### src/rtl/rgmii_rx.sv
// RGMII receive decoder: rebuilds bytes from IDDR rise/fall samples at
// 10/100/1000 Mbps, frames them onto an AXIS master with tlast/tuser,
// decodes in-band link status and keeps saturating frame/error counters.
module rgmii_rx #(
   parameter bit STRIP_PREAMBLE = 1'b0,
   parameter int CNT_WIDTH      = 16
) (
   input  logic                 clk_rx,
   input  logic                 reset,
   input  logic [3:0]           rxd_rise,
   input  logic [3:0]           rxd_fall,
   input  logic                 rx_ctl_rise,
   input  logic                 rx_ctl_fall,
   input  logic [1:0]           phy_speed_status,
   output logic [7:0]           rx_axis_rgmii_tdata,
   output logic                 rx_axis_rgmii_tvalid,
   output logic                 rx_axis_rgmii_tlast,
   output logic                 rx_axis_rgmii_tuser,
   output logic                 inband_link_status,
   output logic [1:0]           inband_speed_status,
   output logic                 inband_duplex,
   output logic [CNT_WIDTH-1:0] rx_frame_cnt,
   output logic [CNT_WIDTH-1:0] rx_error_cnt
);

   typedef enum logic [1:0] {IDLE, PREAMBLE, DATA, DROP} state_t;

   localparam logic [7:0] PRE_BYTE = 8'h55;
   localparam logic [7:0] SFD_BYTE = 8'hD5;

   state_t       state, state_n, eff_state;
   logic [1:0]   spd_meta, spd, spd_d;
   logic         dv_prev;
   logic         nib_phase, nib_phase_n;
   logic [3:0]   nib_low;
   logic         hold_valid, hold_valid_n;
   logic [7:0]   hold_data, hold_data_n;
   logic         frame_bad, frame_bad_n;
   logic         fc_prev;

   logic         dv, er, gig, spd_chg;
   logic         byte_vld;
   logic [7:0]   byte_data;
   logic         emit, emit_last, emit_user;
   logic         frame_err, final_bad;
   logic         fc_cond, fc_event;
   logic [1:0]   err_inc;
   logic [CNT_WIDTH:0] frame_sum, err_sum;

   assign dv       = rx_ctl_rise;
   assign er       = rx_ctl_rise ^ rx_ctl_fall;
   assign gig      = spd[1];
   assign spd_chg  = (spd != spd_d);
   assign fc_cond  = !dv && er && (rxd_rise == 4'hE);
   assign fc_event = fc_cond && !fc_prev;

   // Byte assembly: whole byte per cycle at 1000, low-then-high nibble otherwise.
   always_comb begin
      byte_vld    = 1'b0;
      byte_data   = {rxd_fall, rxd_rise};
      nib_phase_n = 1'b0;
      if (dv) begin
         if (gig) begin
            byte_vld = 1'b1;
         end else begin
            byte_vld    = nib_phase;
            byte_data   = {rxd_rise, nib_low};
            nib_phase_n = ~nib_phase;
         end
      end
   end

   // Next-state, hold-register and emit decisions for the framing FSM.
   // NOTE: every signal written here gets a default first so no latch is inferred.
   always_comb begin
      state_n      = state;
      hold_valid_n = hold_valid;
      hold_data_n  = hold_data;
      frame_bad_n  = frame_bad;
      emit         = 1'b0;
      emit_last    = 1'b0;
      emit_user    = 1'b0;
      frame_err    = 1'b0;
      final_bad    = frame_bad | nib_phase;

      // A carrier still high from before reset is ignored until it drops.
      eff_state = state;
      if (state == IDLE && dv) begin
         if (dv_prev)             eff_state = DROP;
         else if (STRIP_PREAMBLE) eff_state = PREAMBLE;
         else                     eff_state = DATA;
      end

      case (eff_state)
         PREAMBLE: begin
            state_n = PREAMBLE;
            if (!dv) begin
               frame_err = 1'b1;
               state_n   = IDLE;
            end else if (er || spd_chg) begin
               frame_err = 1'b1;
               state_n   = DROP;
            end else if (byte_vld) begin
               if (byte_data == SFD_BYTE) begin
                  state_n = DATA;
               end else if (byte_data != PRE_BYTE) begin
                  frame_err = 1'b1;
                  state_n   = DROP;
               end
            end
         end
         DATA: begin
            state_n = DATA;
            if (dv && spd_chg) begin
               // Rate changed under the frame: close it as bad right away.
               emit         = hold_valid;
               emit_last    = 1'b1;
               emit_user    = 1'b1;
               frame_err    = 1'b1;
               hold_valid_n = 1'b0;
               frame_bad_n  = 1'b0;
               state_n      = DROP;
            end else if (dv) begin
               if (er) frame_bad_n = 1'b1;
               if (byte_vld) begin
                  emit         = hold_valid;
                  hold_valid_n = 1'b1;
                  hold_data_n  = byte_data;
               end
            end else begin
               // End of carrier: the held byte is the last one; a dangling
               // nibble marks the frame bad and is discarded.
               emit         = hold_valid;
               emit_last    = 1'b1;
               emit_user    = final_bad;
               frame_err    = final_bad;
               hold_valid_n = 1'b0;
               frame_bad_n  = 1'b0;
               state_n      = IDLE;
            end
         end
         DROP: begin
            hold_valid_n = 1'b0;
            frame_bad_n  = 1'b0;
            state_n      = dv ? DROP : IDLE;
         end
         default: begin
            state_n = IDLE;
         end
      endcase

      err_inc   = {1'b0, frame_err} + {1'b0, fc_event};
      frame_sum = {1'b0, rx_frame_cnt} + {{CNT_WIDTH{1'b0}}, (emit & emit_last)};
      err_sum   = {1'b0, rx_error_cnt} + {{(CNT_WIDTH-1){1'b0}}, err_inc};
   end

   // State, synchronizer, output and counter registers.
   // NOTE: sequential state uses non-blocking assignments so all registers update together.
   always_ff @(posedge clk_rx) begin
      if (reset) begin
         state                <= IDLE;
         spd_meta             <= 2'd0;
         spd                  <= 2'd0;
         spd_d                <= 2'd0;
         dv_prev              <= 1'b1;
         nib_phase            <= 1'b0;
         nib_low              <= 4'd0;
         hold_valid           <= 1'b0;
         hold_data            <= 8'd0;
         frame_bad            <= 1'b0;
         fc_prev              <= 1'b0;
         rx_axis_rgmii_tdata  <= 8'd0;
         rx_axis_rgmii_tvalid <= 1'b0;
         rx_axis_rgmii_tlast  <= 1'b0;
         rx_axis_rgmii_tuser  <= 1'b0;
         inband_link_status   <= 1'b0;
         inband_speed_status  <= 2'd0;
         inband_duplex        <= 1'b0;
         rx_frame_cnt         <= '0;
         rx_error_cnt         <= '0;
      end else begin
         state      <= state_n;
         spd_meta   <= phy_speed_status;
         spd        <= spd_meta;
         spd_d      <= spd;
         dv_prev    <= dv;
         nib_phase  <= nib_phase_n;
         if (dv && !gig && !nib_phase) nib_low <= rxd_rise;
         hold_valid <= hold_valid_n;
         hold_data  <= hold_data_n;
         frame_bad  <= frame_bad_n;
         fc_prev    <= fc_cond;

         rx_axis_rgmii_tvalid <= emit;
         rx_axis_rgmii_tlast  <= emit & emit_last;
         rx_axis_rgmii_tuser  <= emit & emit_user;
         if (emit) rx_axis_rgmii_tdata <= hold_data;

         if (!dv && !er) begin
            inband_link_status  <= rxd_rise[0];
            inband_speed_status <= rxd_rise[2:1];
            inband_duplex       <= rxd_rise[3];
         end

         rx_frame_cnt <= frame_sum[CNT_WIDTH] ? '1 : frame_sum[CNT_WIDTH-1:0];
         rx_error_cnt <= err_sum[CNT_WIDTH]   ? '1 : err_sum[CNT_WIDTH-1:0];
      end
   end

endmodule

### config.mk
export PLATFORM = sky130hd
export DESIGN_NAME = rgmii_rx
export DESIGN_NICKNAME = d
export VERILOG_FILES = /design/src/rtl/rgmii_rx.sv
export SDC_FILE = /design/constraint.sdc
export NUM_CORES = 1
export LEC_CHECK = 0
export CORE_MARGIN = 10
export CORE_UTILIZATION = 35
export DETAILED_ROUTE_END_ITERATION = 10
export PLACE_DENSITY = 0.53
export SYNTH_ARGS = -nofsm -noshare
export SYNTH_HDL_FRONTEND = slang
export SYNTH_SLANG_ARGS = --single-unit
export TNS_END_PERCENT = 1
### constraint.sdc
create_clock -name clk_rx -period 4.12 [get_ports clk_rx]
set_clock_uncertainty 0.2 [all_clocks]
set_input_delay 0.412 -clock clk_rx [delete_from_list [all_inputs] [get_ports clk_rx]]
set_output_delay 0.412 -clock clk_rx [all_outputs]
set_load 0.01 [all_outputs]
==> results of run 1 <==
cell families after synthesis:
logic type               share of synthesized area (%)
AND/OR/NAND/NOR                                   20.4
AO/OA/AOI/OAI                                     13.8
flip-flops                                        44.8
buffers and inverters                             4.51
multiplexers                                      6.53
XOR/XNOR                                          5.44
adder cells (fa/ha/maj)                           4.51
layer usage:
| layer | part of all wire, % | global-route usage, % | vias to the layer above |
|---|---|---|---|
| li1 | - | - | 1376 |
| met1 | 47 | 15.8 | 1236 |
| met2 | 44 | 19.3 | 63 |
| met3 | 8.2 | 5.48 | 5 |
| met4 | 0.84 | 3.00 | 0 |
| met5 | 0 | 0 | - |
worst max path at each step:
stage | from | end | slack (ps) | cells after the start
after floorplan | rx_ctl_rise | rx_error_cnt[13]$_SDFF_PP0_ | 730 | 15
after global placement | rx_ctl_rise | rx_error_cnt[1]$_SDFF_PP0_ | 170 | 12
after detailed placement | rx_ctl_rise | rx_error_cnt[2]$_SDFF_PP0_ | -40 | 12
after CTS | rx_ctl_rise | rx_error_cnt[1]$_SDFF_PP0_ | 310 | 12
after global routing | rx_ctl_rise | rx_error_cnt[3]$_SDFF_PP0_ | 2 | 12
final | rx_ctl_rise | rx_error_cnt[1]$_SDFF_PP0_ | 340 | 12
synthesized netlist by cell type (all sizes together), types with 2 or more instances:
master   n  area [um^2]
and3     3         18.8
xor2     7         61.3
xnor2   13          114
or4      2         18.8
nand2   17         63.8
a21oi   37          185
buf      6         31.3
mux2i   21          210
nor3b    3         22.5
ha      10          125
a311oi   2         17.5
inv     16         60.1
and2     2         12.5
nand4    8         50.1
nor2b   10         62.6
a31oi    6         37.5
and4     5         43.8
nor4     3         31.3
o21ai   10         50.1
a211oi   9         67.6
nor4bb   2         20.0
clkbuf  14         53.8
nand3b   2         15.0
or3      3         18.8
nor3    12         60.1
dfxtp   72         1440
nor2    32          120
nand3   13         70.1
flip-flops by register name (all words and copies together) (netlist names), 2 cells and up:
| name | count |
|---|---|
| nib_low | 4 |
| state | 2 |
| spd_d | 2 |
| rx_frame_cnt | 16 |
| rx_error_cnt | 16 |
| hold_data | 8 |
| spd | 2 |
| spd_meta | 2 |
| rx_axis_rgmii_tdata | 8 |
| inband_speed_status | 2 |
critical path, stage by stage:
cell	delay [ps]
clkdlybuf4s50_1	670
nand2_1	80
o21ai_0	330
ha_1	290
o211ai_1	110
a31oi_1	250
fa_1	290
ha_1	260
inv_1	90
nor4_2	360
nand3_1	430
a21oi_1	270
where the power goes:
group / switching, mW / total [mW] / internal [mW] / leakage [nW]
Combinational: 0.0700 / 0.128 / 0.0577 / 0.758
Clock: 0.261 / 0.662 / 0.400 / 0.116
Sequential: 0.0119 / 0.724 / 0.712 / 0.583
stage by stage:
| step | util (%) | power, mW | setup TNS (ps) |
|---|---|---|---|
| floorplan | - | 0.818 | 0 |
| global placement | 44.4 | 0.867 | 0 |
| detailed placement | 44.4 | 0.869 | -93.7 |
| CTS | 47.1 | 1.54 | 0 |
| global route | 47.1 | 1.58 | 0 |
| finish | 47.1 | 1.51 | 0 |
layout make-up:
type	count	area, um^2	share of cell area (%)
repair buffers	69	663	15.9
inverters	16	60.1	1.44
flip-flops and latches	72	1440	34.6
well taps	108	135	3.24
multi-input cells	247	1630	39.2
clock buffers	10	128	3.06
clock inverters	6	108	2.58
==> results.py, run 1 <==
metrics = {
    "outcome": {
        "status": "completed",
    },
    "clocking": {
        "cts_resized": 0,
        "cts_tree": "built",
        "cts_buffers": 9,
        "cts_num_sinks": 72,
        "cts_root_buf": "clkbuf_8",
        "htreeDepth": 3,
        "cts_hold_buf": 0,
        "cts_max_path_buffers": 2,
        "post-cts-setup-buffers": 0,
        "clkTransAtPathRegs_ps": 70,
        "clock_latency_ps": 340,
    },
    "synthesis": {
        "ys_seq_area_share_pct": 44.8,
        "synth_edf_count": 0,
        "synth_area_per_cell_um2": 9.07,
        "synthArstFlopShare_pct": 0,
        "synth_cell_type_count": 49,
        "synth_area_mm2": 0.00322,
        "synth-seq-cells": 72,
        "yosys_warnings": 0,
        "synth_flop_cell": "dfxtp_1",
        "synthesis.nets": 380,
        "syn_inst": 355,
    },
    "sta": {
        "setup_viol": 0,
        "fin_crit_ps": 3780,
        "timing.final.ws_setup_ps": 343,
        "clock.fmax_ghz": 0.265,
        "drv_slew": 0,
        "worst_slew_pin_slew_ps": 737,
        "hold_viol_final": 0,
        "slew_headroom_pct": 50.8,
        "timing.final.crit_share_pct": 91.7,
        "holdWs_ps": 240,
        "rsz0062_at_grt": "false",
    },
    "critical_path": {
        "crit_path_start_kind": "primary input",
        "crit_fanout": 12,
        "reg2reg_depth": 11,
        "r2r-start": "state[0]$_SDFF_PP0_",
        "worstSetupPathType": "primary input to flip-flop",
        "cp.arrival_ps": 3840,
        "reg2reg_slack_ps": 780,
        "required_ps": 4180,
        "endpoint_kind": "flip-flop",
        "r2r_end": "rx_error_cnt[1]$_SDFF_PP0_",
    },
    "global_route": {
        "grt_pass1_vias": 2763,
        "antenna_found_initial": 0,
        "grt_overflow": 0,
        "grt_max_degree": 52,
        "grt_pass1_wl_um": 13700,
        "grtUsageTotal_pct": 12.5,
    },
    "hold_path": {
        "min_from": "spd_meta[1]$_SDFF_PP0_",
        "whs_path_depth": 1,
        "hold_end": "spd[1]$_SDFF_PP0_",
        "hp-class": "flip-flop to flip-flop",
    },
    "cells_and_area": {
        "syn_to_final_growth_pct": 29.5,
        "n_fill_cell": 887,
        "diodes": 0,
        "final_common_cell": "dfxtp_1",
        "finalNonFillerCells": 528,
        "nNetsFinal": 440,
        "stdcell_area_mm2": 0.00417,
        "drive_above_1_share_pct": 7.38,
        "final_cell_mix": "dfxtp_1, clkdlybuf4s50_1, a21oi_1, nor2_1, mux2i_1",
    },
    "run": {
        "cap_violations": 0,
    },
    "power": {
        "vdd_drop_max_uv": 277,
        "power_density_mw_per_mm2": 363,
        "power.leakage_nw": 1.46,
    },
    "routing": {
        "routed_wl_um": 8050,
        "vias": 2680,
        "drc": 0,
        "ant_nets": 0,
        "firstDrtPassIters": 4,
        "avgRoutedWirePerCell_um": 15.2,
        "routed_via_density": 5.08,
        "drtIter0Drc": 147,
    },
    "placement": {
        "placedCellCount": 512,
        "post_dp_cell_area_mm2": 0.00393,
        "gp_congestion": 0.833,
        "place.port_buffers": 60,
        "dp_hpwl_um": 5760,
        "dp_worst_setup_slack_ps": -35.5,
    },
    "floorplanning": {
        "dieArea_mm2": 0.0134,
        "die_x_um": 116,
        "ios": 61,
        "start_util_pct": 36.4,
        "coreArea_mm2": 0.00885,
        "num_rows": 34,
        "fp.dieH_um": 116,
    },
}
(Power assumes the default switching activity.)
==> run 2: changes to the inputs <==
- CTS_CLUSTER_DIAMETER: default -> 150
==> results of run 2 <==
Final layout, timing and power as in run 1 (identical DEF).
==> run 3: changes to the inputs <==
- CORE_UTILIZATION: 35 -> 52
- PLACE_DENSITY: 0.53 -> 0.76
==> run 3 against run 2 <==
  * Critical endpoint unchanged
  * Fmax increased by 4.0%
  * Cell count decreased by 6.4%
  * Setup slack improved by 140 ps
  * Non-clock buffer count unchanged
==> results.py, run 3 (synthesis results as in run 1) <==
metrics = {
    "outcome": {
        "status": "completed",
    },
    "sta": {
        "setup_viol": 0,
        "rsz0062_at_grt": "false",
        "slew_headroom_pct": 46.7,
        "hold_viol_final": 0,
        "worst_slew_pin_slew_ps": 799,
        "clock.fmax_ghz": 0.275,
        "fin_crit_ps": 3630,
        "timing.final.crit_share_pct": 88.2,
        "drv_slew": 0,
        "tns_ps": 0,
    },
    "global_route": {
        "grt_max_degree": 46,
        "grt_pass1_vias": 2605,
        "grt_pass1_wl_um": 12500,
        "grtUsageTotal_pct": 15.3,
        "grt_overflow": 0,
        "antenna_found_initial": 0,
    },
    "floorplanning": {
        "num_rows": 28,
        "die_x_um": 98.7,
        "coreArea_mm2": 0.00596,
        "fp.dieH_um": 98.7,
        "ios": 61,
        "dieArea_mm2": 0.00974,
        "start_util_pct": 54.1,
    },
    "cells_and_area": {
        "n_fill_cell": 518,
        "diodes": 0,
        "syn_to_final_growth_pct": 26.4,
        "final_cell_mix": "dfxtp_1, clkdlybuf4s50_1, a21oi_1, nor2_1, mux2i_1",
        "nNetsFinal": 440,
        "reg_top3": "rx_error_cnt (16), rx_frame_cnt (16)",
        "final_common_cell": "dfxtp_1",
        "drive_above_1_share_pct": 7.40,
    },
    "critical_path": {
        "crit_fanout": 12,
        "critical-path-top-delay-family": "simple AND/OR/NAND/NOR gates",
        "cp.arrival_ps": 3700,
        "path_buf_inv": 2,
        "required_ps": 4180,
        "endpoint_kind": "flip-flop",
        "cp_slowest_cell": "clkdlybuf4s50_1",
        "cp_cell_sequence": "clkdlybuf4s50_1 > nand2_1 > o21ai_0 > ha_1 > o211ai_1 > a31oi_1 > fa_1 > ha_1 > inv_1 > nor4_2 > nand3_2 > a21oi_1",
        "cpPeakStageDelay_ps": 590,
        "worstSetupPathType": "primary input to flip-flop",
        "cp_common_cell": "ha_1",
        "crit_path_start_kind": "primary input",
        "cp_num_cells": 12,
        "reg2reg_depth": 12,
    },
    "clocking": {
        "cts_root_buf": "clkbuf_8",
        "cts_hold_buf": 0,
        "cts_buffers": 9,
        "cts_num_sinks": 72,
        "cts_max_path_buffers": 2,
        "htreeDepth": 3,
        "cts_tree": "built",
        "clkTransAtPathRegs_ps": 70,
        "clock_latency_ps": 340,
    },
    "power": {
        "power_density_mw_per_mm2": 331,
        "p_total_mw": 1.35,
        "power.leakage_nw": 1.43,
        "vdd_drop_max_uv": 180,
    },
    "hold_path": {
        "whs_path_depth": 1,
        "hp-class": "flip-flop to flip-flop",
    },
    "routing": {
        "drc": 0,
        "routed_via_density": 5.53,
        "routed_wl_um": 7340,
        "ant_nets": 0,
        "drtIter0Drc": 86,
        "firstDrtPassIters": 4,
        "avgRoutedWirePerCell_um": 14.9,
        "vias": 2734,
    },
    "placement": {
        "dp_hpwl_um": 5330,
        "place.port_buffers": 60,
        "gp_congestion": 0.886,
    },
    "run": {
        "cap_violations": 0,
    },
}
## run 3: final timing paths
check | startpoint | to | slack (ps)
hold reg to reg | spd_meta[1]$_SDFF_PP0_ | spd[1]$_SDFF_PP0_ | 240
hold / removal | spd_meta[1]$_SDFF_PP0_ | spd[1]$_SDFF_PP0_ | 240
setup reg to reg | state[0]$_SDFF_PP0_ | rx_error_cnt[1]$_SDFF_PP0_ | 810
setup / recovery | rx_ctl_rise | rx_error_cnt[1]$_SDFF_PP0_ | 490
## run 3: final cells by class
cell class	count	area (um^2)	area share [%]
multi-input cells	247	1640	40.3
flip-flops and latches	72	1440	35.4
repair buffers	69	663	16.3
clock buffers	12	155	3.81
well taps	75	93.8	2.31
inverters	16	60.1	1.48
clock inverters	3	17.5	0.431
## run 3: per-layer routing
metal	GRT usage, %	vias to the layer above	routed length (um)
met5	0	-	0
met4	6.95	0	109
met3	4.89	9	484
met2	23.9	62	3360
met1	18.8	1274	3380
li1	-	1389	-
## run 3: through the flow
step | setup slack, ps | cell area (um^2) | hold WS (ps) | cells | util [%]
final | 487 | 4070 | 243 | 494 | 68.3
after global routing | 87.8 | 4070 | 263 | 494 | 68.3
after CTS | 342 | 4060 | 246 | 494 | 68.2
after detailed placement | -25.2 | 3890 | 231 | 479 | 65.3
after global placement | 62.9 | 3890 | 231 | 479 | 65.3
after floorplan | 728 | 3220 | 214 | 355 | -
## run 3: what timing repair did
action	4_1_cts	5_1_grt
buffers inserted	0	0
endpoints found under the setup margin	0	12
gates resized for setup	0	1
## run 3: power by group
group	internal, mW	switching [mW]	total [mW]
combinational	0.0594	0.0704	0.130
sequential	0.712	0.0110	0.723
clock	0.246	0.247	0.493
